--- src/rtl/tile_matcher.sv ---
// tile_matcher: game logic for a 16-tile memory board (8 pairs, 3-bit symbols).
// Latches the generated map, takes two picks per turn, compares the symbols and
// drives the revealed/matched masks plus match/miss/win events.
// Valid/ready: a pick is taken on any clock edge where pickValid = 1 and the
// block is in FIRST or SECOND; picks at other times or on an illegal tile
// (already matched, or the same as the first pick) are dropped silently.
// Optional macro TILE_MATCHER_MOVES_EN adds a saturating moveCount output.
module tile_matcher #(
   parameter int HOLD_CYCLES = 50_000_000
) (
   input  logic        clk,
   input  logic        reset,
   input  logic        finishedGen,
   input  logic [47:0] logicMap,
   input  logic        pickValid,
   input  logic [3:0]  pickIdx,
   output logic [15:0] revealed,
   output logic [15:0] matched,
   output logic [3:0]  pairsLeft,
   output logic        matchPulse,
   output logic        missPulse,
   output logic        gameWon,
   output logic        busy,
`ifdef TILE_MATCHER_MOVES_EN
   output logic [7:0]  moveCount,
`endif
   output logic [2:0]  state_dbg
);

   localparam int CW = (HOLD_CYCLES > 1) ? $clog2(HOLD_CYCLES) : 1;

   typedef enum logic [2:0] {
      IDLE    = 3'd0,
      FIRST   = 3'd1,
      SECOND  = 3'd2,
      COMPARE = 3'd3,
      SHOW    = 3'd4,
      DONE    = 3'd5
   } state_t;

   state_t          state, state_next;
   logic [47:0]     map_q;
   logic [3:0]      idx_a, idx_b;
   logic            cmp_phase;   // COMPARE cycle 0 registers equality, cycle 1 acts on it
   logic            sym_eq;
   logic [CW-1:0]   hold_cnt;
   logic            pick_ok;
   logic            abort;

   function automatic logic [2:0] sym_at(input logic [47:0] m, input logic [3:0] i);
      return m[3*i +: 3];
   endfunction

   assign state_dbg = state;
   assign abort     = (state != IDLE) && !finishedGen;

   // Pick acceptance: only while waiting for a pick, never a matched tile or the first pick again
   always_comb begin
      pick_ok = 1'b0;
      if (pickValid && !matched[pickIdx]) begin
         if (state == FIRST)
            pick_ok = 1'b1;
         else if (state == SECOND && pickIdx != idx_a)
            pick_ok = 1'b1;
      end
   end

   // State register
   always_ff @(posedge clk or negedge reset) begin
      if (!reset) state <= IDLE;
      else        state <= state_next;
   end

   // Next-state logic; loss of the map overrides everything
   always_comb begin
      state_next = state;
      if (abort) begin
         state_next = IDLE;
      end else begin
         case (state)
            IDLE:    if (finishedGen) state_next = FIRST;
            FIRST:   if (pick_ok) state_next = SECOND;
            SECOND:  if (pick_ok) state_next = COMPARE;
            COMPARE: if (cmp_phase) begin
                        if (!sym_eq)             state_next = SHOW;
                        else if (pairsLeft == 4'd1) state_next = DONE;
                        else                     state_next = FIRST;
                     end
            SHOW:    if (hold_cnt == '0) state_next = FIRST;
            DONE:    state_next = DONE;
            default: state_next = IDLE;
         endcase
      end
   end

   // Registered datapath and outputs
   always_ff @(posedge clk or negedge reset) begin
      if (!reset) begin
         map_q      <= '0;
         idx_a      <= '0;
         idx_b      <= '0;
         cmp_phase  <= 1'b0;
         sym_eq     <= 1'b0;
         hold_cnt   <= '0;
         revealed   <= '0;
         matched    <= '0;
         pairsLeft  <= '0;
         matchPulse <= 1'b0;
         missPulse  <= 1'b0;
         gameWon    <= 1'b0;
         busy       <= 1'b1;
`ifdef TILE_MATCHER_MOVES_EN
         moveCount  <= '0;
`endif
      end else begin
         matchPulse <= 1'b0;
         missPulse  <= 1'b0;
         if (abort || state == IDLE) begin
            cmp_phase <= 1'b0;
            hold_cnt  <= '0;
            revealed  <= '0;
            matched   <= '0;
            pairsLeft <= '0;
            gameWon   <= 1'b0;
            busy      <= 1'b1;
`ifdef TILE_MATCHER_MOVES_EN
            moveCount <= '0;
`endif
            if (!abort && finishedGen) begin
               map_q     <= logicMap;
               pairsLeft <= 4'd8;
               busy      <= 1'b0;
            end
         end else begin
            case (state)
               FIRST: if (pick_ok) begin
                  revealed[pickIdx] <= 1'b1;
                  idx_a             <= pickIdx;
               end
               SECOND: if (pick_ok) begin
                  revealed[pickIdx] <= 1'b1;
                  idx_b             <= pickIdx;
                  busy              <= 1'b1;
                  cmp_phase         <= 1'b0;
               end
               COMPARE: begin
                  if (!cmp_phase) begin
                     sym_eq    <= (sym_at(map_q, idx_a) == sym_at(map_q, idx_b));
                     cmp_phase <= 1'b1;
                  end else begin
                     cmp_phase <= 1'b0;
`ifdef TILE_MATCHER_MOVES_EN
                     if (moveCount != 8'hFF) moveCount <= moveCount + 8'd1;
`endif
                     if (sym_eq) begin
                        matched[idx_a] <= 1'b1;
                        matched[idx_b] <= 1'b1;
                        revealed       <= '0;
                        pairsLeft      <= pairsLeft - 4'd1;
                        matchPulse     <= 1'b1;
                        if (pairsLeft == 4'd1) gameWon <= 1'b1;
                        else                   busy    <= 1'b0;
                     end else begin
                        missPulse <= 1'b1;
                        hold_cnt  <= CW'(HOLD_CYCLES - 1);
                     end
                  end
               end
               SHOW: begin
                  if (hold_cnt == '0) begin
                     revealed <= '0;
                     busy     <= 1'b0;
                  end else begin
                     hold_cnt <= hold_cnt - 1'b1;
                  end
               end
               default: ;
            endcase
         end
      end
   end

endmodule
--- config.mk ---
export PLATFORM = sky130hd
export DESIGN_NAME = tile_matcher
export DESIGN_NICKNAME = d
export VERILOG_FILES = /design/src/rtl/tile_matcher.sv
export SDC_FILE = /design/constraint.sdc
export NUM_CORES = 1
export LEC_CHECK = 0
export BUFFER_PORTS_ARGS = -buffer_cell sky130_fd_sc_hd__clkbuf_2
export CORE_AREA = 2 2 133 135
export CTS_BUF_LIST = sky130_fd_sc_hd__clkbuf_16
export DETAILED_ROUTE_END_ITERATION = 8
export DIE_AREA = 0 0 135 137
export HOLD_SLACK_MARGIN = 0.1
export PLACE_DENSITY = 0.7
export SYNTH_ARGS = -nofsm -noshare
export SYNTH_HDL_FRONTEND = slang
export SYNTH_SLANG_ARGS = --single-unit
--- constraint.sdc ---
create_clock -name clk -period 4.41 [get_ports clk]
set_input_delay 0.441 -clock clk [delete_from_list [all_inputs] [get_ports clk]]
set_output_delay 0.441 -clock clk [all_outputs]
set_load 0.005 [all_outputs]
======== Word level (Yosys, flattened, before mapping) ========
Index checks and enable logic that the tools add are counted.
storage, ports and cells
  memories kept ........................... 0
  latch bits .............................. 0
  ROM bits ................................ 0
  output and inout port bits .............. 43
  register bits ........................... 127
  logic and storage cells ................. 151
  RAM bits ................................ 0
  bits of input ports ..................... 56
operators by class
  add/sub/neg operators ................... 2
  div/mod/pow operators ................... 0
  multiply operators ...................... 2
  reduce and logical (&&, ||, !) cells .... 34
  $lt $le $gt $ge ......................... 6
  multiplexer cells ....................... 65
  shift operators ......................... 2
  equal/unequal tests ..................... 21
  bitwise logic cells ..................... 5
operator list
  kind                                                                                 number
  16-bit two-way mux                                                                   9
  26-bit two-way mux                                                                   4
  48-bit by 7-bit variable part select with 3-bit output                               2
  26-bit one-hot mux with 2 select lines                                               1
  16-bit OR                                                                            3
  16-bit one-hot mux with 3 select lines                                               1
  3-bit != test, second input constant                                                 11
  1-bit two-way mux                                                                    30
  26-bit zero test                                                                     1
  26-bit by 1-bit subtractor with 26-bit output, second input constant                 1
  3-bit two-way mux                                                                    8
  4-bit two-way mux                                                                    5
  3-bit one-hot mux with 6 select lines                                                1
  4-bit by 5-bit < comparator with 1-bit output, second input constant                 3
  1-bit demux with 4-bit select                                                        3
  4-bit by 1-bit greater-or-equal comparator with 1-bit output, second input constant  3
  2-bit by 4-bit multiplier with 6-bit output, first input constant                    2
  3-bit AND reduction                                                                  4
  5-bit AND reduction                                                                  2
  3-bit nonzero test                                                                   3
  4-bit AND reduction                                                                  2
  2-bit nonzero test                                                                   4
  4-bit nonzero test                                                                   2
  1-bit logical AND                                                                    7
  19 further kinds                                                                     25

======== Depth between registers and ports, before layout ========
  depth in word-level cells ............... 10
  depth in mapped cells ................... 9
  depth with buffers taken out ............ 8

======== Least setup slack after synthesis ========
No wires, ideal clock.
  path type ............................... input to register
  start ................................... input pickIdx[1]
  end ..................................... register idx_b[1]
  data required time ...................... 4.285 ns
  buffers on the path ..................... 2
  data arrival time ....................... 2.360 ns
  stages on the path ...................... 8
  slack ................................... 1.925 ns
  setup time .............................. 0.125 ns
  path through ............................ clkbuf_1 mux4_2 mux2i_1 o221ai_2 or2_1 buf_2 or3_4 mux2_4
between the ends
  longest elaborated chain between the ends .. 6
  elaborated cells between the ends (all ways) .. 10
  those cells by class .................... eq/ne (1); mux (5); reduce/logical (4)
ends and longest elaborated chain
  what                                                                          line    text
  start: declaration                                                            16      input logic [3:0] pickIdx,
  1-bit binary-select mux with 4-bit select or 4-bit != test (tied branches)    60, 63
  1-bit two-way mux (implied by the code) or 1-bit logical AND (tied branches)  60, 63
  1-bit zero test or 1-bit two-way mux (tied branches)                          60, 63
  1-bit logical AND or 1-bit two-way mux (tied branches)                        60, 61
  1-bit two-way mux                                                             60      if (pickValid && !matched[pickIdx]) begin
  3-bit AND reduction (no line)                                                 --
  end signal: assignment                                                        142     idx_b <= pickIdx;
  end: declaration                                                              43      logic [3:0] idx_a, idx_b;
Several ways; a longest one is shown, not always the timed one. The select of a mux whose other input is x is not followed.
A chain may end at the register's enable or synchronous reset.

======== Worst setup path in the final report ========
  start ................................... register hold_cnt[9]
  end ..................................... register hold_cnt[23]
between the ends
  longest elaborated chain between the ends .. 4
  elaborated cells between the ends (all ways) .. 7
  those cells by class .................... add/sub (1); eq/ne (1); mux (3); reduce/logical (2)
ends and longest elaborated chain
  what                                           line  text
  start: declaration                             46    logic [CW-1:0] hold_cnt;
  start signal: assignment                       165   hold_cnt <= CW'(HOLD_CYCLES - 1);
  start signal: assignment                       174   hold_cnt <= hold_cnt - 1'b1;
  26-bit by 1-bit subtractor with 26-bit output  174
  26-bit two-way mux                             170   if (hold_cnt == '0) begin
  26-bit one-hot mux with 2 select lines         135   case (state)
  26-bit two-way mux                             118   if (abort || state == IDLE) begin
Several ways; a longest one is shown, not always the timed one. The select of a mux whose other input is x is not followed.

==> out/qor.csv <==
metric;value;unit
ctsResizeCount;0;
busiest_layer;met2;
postCtsHoldBufs;0;
reg2reg_depth;6;
grt_max_degree;77;
grt_overflow;0;
r2r_end;hold_cnt[23];
root_buffer;clkbuf_16;
grt_pass1_wl;26690;µm
hpwlAfterDp;11430;µm
power_switching;1.913;mW
swShare;34.65;%
antenna_found_initial;0;
p_int;3.608;mW
leakage;3.503;nW
worstSkewPairLatency;410;ps
fmax;352.7;MHz
reg2reg_slack;1580;ps
clk_path_buf_depth;2;
async_flop_share;100.0;%
final_cells;907;
ys_types;60;
globalRouteMet3Util;3.815;%
globalplace.congestion;0.7954;
drc_errors;0;
final_cell_mix;dfrtp_1, clkbuf_2, nor2_1;
cellPowerDensity;688.2;nW/µm²
fin_crit;2835;ps
synth_area;6708;µm²
slew_viol_final;0;
required;4710;ps
critPathLaunchType;register;
synth_cells;580;
antenna_left;0;
rsz0062_at_grt;false;
drtIter0Drc;247;
synth-edff-count;0;
worst-setup-path-type;register to register;
start_util;39.33;%
ys_dominant_reg_cell;dfrtp_1;
tightest_slew;1106;ps
cts_setup_buffers;0;
num_vias;5142;
fin_setup_tns;0;ps
final_layout_size_suffix_gt1_share;34.46;%
area_delta_synth_final;19.60;%
hold_viol_final;0;
met1_usage;26.19;%
path_buf_inv;0;
die_width;135;µm
cp-end-kind;register;
die_area;18500;µm²
path_cells;or4_4, nor4_1, nand3_1, o31ai_1, a21oi_1, a211oi_1;
irDropWorstVdd;0.3114;mV
pwr-share-seq;36.3;%
htreeDepth;4;
max_stage_delay;880;ps
min_period_over_period;64.28;%
antenna_cells;0;
setup_viol_count_final;0;
grtUsageTotal;18.33;%
io_buffers;98;
clkPwrFrac;27.0;%
slowest_stage;nor4_1;
synth.net_count;639;
rows;48;
cts_made_buffers;17;
tritoncts;built;
fill_cells;1593;
coreArea;17060;µm²
cap_violations;0;
combPwrFrac;36.7;%
ys_seq_area_share;47.40;%
fin_nets;728;
routed_via_density;5.669;
syn_avg_cell_area;11.56;µm²
r2r-start;hold_cnt[9];
dpl-instance-area;7396;µm²
grt_pass1_vias;5056;
yosysWarnings;0;
boundaryPins;99;
skew;7.033;ps
cp_num_cells;6;
dp.cells;875;
wl;16070;µm
die_h;137;µm
worstPathArrival;3140;ps
final_common_cell;dfrtp_1;
slew-limit-headroom;25.78;%
status;finished clean;
grt.met2_usage;28.06;%
post_drt_wl_per_cell;17.72;µm
path_clk_slew;60;ps
synth_seq_cells;127;
crit_fanout;6;
final_cell_area;8023;µm²
crit_family;simple AND/OR/NAND/NOR gates;
first_pass_iters;5;
hp-class;input pin to async pin;
clock-sinks;127;
-- how the worst max path moves through the flow --
| stage | startpoint | slack, ps | end |
|---|---|---|---|
| after floorplan | pickIdx[1] | 1930 | idx_b[1] |
| after global placement | pickIdx[0] | 1610 | idx_a[0] |
| after detailed placement | pickIdx[0] | 1590 | idx_b[1] |
| after CTS | hold_cnt[9] | 1590 | hold_cnt[23] |
| after global routing | hold_cnt[8] | 1350 | hold_cnt[23] |
| final | hold_cnt[9] | 1580 | hold_cnt[23] |
-- per-layer routing --
layer  routed length [µm]  part of all wire (%)  vias to the layer above
met5                    0                     0                        -
met4                  209                   1.3                        0
met3                  768                   4.8                       18
met2                 7485                    47                      154
met1                 7609                    47                     2588
li1                     -                     -                     2382
-- final cells by class --
cell class | instances | area (µm²) | area share [%]
Clock inverter | 15 | 201.4 | 2.511
Timing Repair Buffer | 105 | 545.5 | 6.800
Sequential cell | 127 | 3179 | 39.63
Tap cell | 225 | 281.5 | 3.509
Multi-Input combinational cell | 410 | 3359 | 41.87
Inverter | 8 | 30.03 | 0.3743
Clock buffer | 17 | 425.4 | 5.303
-- through the flow --
| stage | hold WS, ps | utilization, % | worst slack, ps | total power [mW] |
|---|---|---|---|---|
| after floorplan | 145.4 | - | 1925 | 3.529 |
| after global placement | 465.4 | 43.36 | 1606 | 3.979 |
| after detailed placement | 469.6 | 43.36 | 1590 | 4.041 |
| after CTS | 215.3 | 47.04 | 1587 | 5.552 |
| after global routing | 248.9 | 47.04 | 1346 | 5.869 |
| final | 180.8 | 47.04 | 1575 | 5.521 |
-- registers in the layout (all words and copies together) (netlist names), 3 cells and up --
register and cells:
state_dbg 3, pairsLeft 4, idx_b 4, matched 16, map_q 48, idx_a 4
revealed 16, hold_cnt 26
-- power by group through the flow --
| stage | logic, mW | registers (mW) | clock network, mW |
|---|---|---|---|
| 2_1_floorplan | 1.79 | 1.73 | 0 |
| 3_3_place_gp | 1.98 | 2.00 | 0 |
| 3_5_place_dp | 2.02 | 2.02 | 0 |
| 4_1_cts | 2.03 | 2.00 | 1.52 |
| 5_1_grt | 2.21 | 2.07 | 1.58 |
| 6_report | 2.03 | 2.00 | 1.49 |
-- cells in the mapped netlist (4+ instances only) --
cell type	n	area (µm²)
dfrtp_1	126	3153
nor2_1	56	210.2
mux2_2	54	608.1
a21oi_1	42	210.2
mux4_2	28	630.6
clkbuf_1	26	97.59
o21ai_0	19	95.09
nand2b_1	17	106.4
nor3_1	16	80.08
nand2_1	15	56.30
a22o_1	14	122.6
xor2_1	13	113.9
o22ai_1	12	75.07
nand3_1	9	45.04
nor2b_1	9	56.30
a32o_1	8	80.08
inv_1	8	30.03
a211o_1	6	52.55
a211oi_1	6	45.04
a221oi_1	6	52.55
a311oi_1	5	43.79
nor4_1	5	31.28
buf_1	4	15.01
buf_2	4	20.02
mux2_4	4	60.06
o32ai_1	4	35.03
or2_2	4	25.02
or3_1	4	25.02
xnor2_1	4	35.03
-- cells by family (layout without fill, tap and decap cells) --
kind of cell / count (synthesis) / count (layout) / share of synthesized area [%]
simple gates: 159 / 159 / 12.68
fa+ha+maj: 3 / 3 / 0.5597
xor+xnor: 17 / 17 / 2.220
mux: 88 / 88 / 19.66
compound gates: 143 / 143 / 14.89
buf+inv: 43 / 145 / 2.593
flops: 127 / 127 / 47.40
Power figures use the tool's default switching activity.
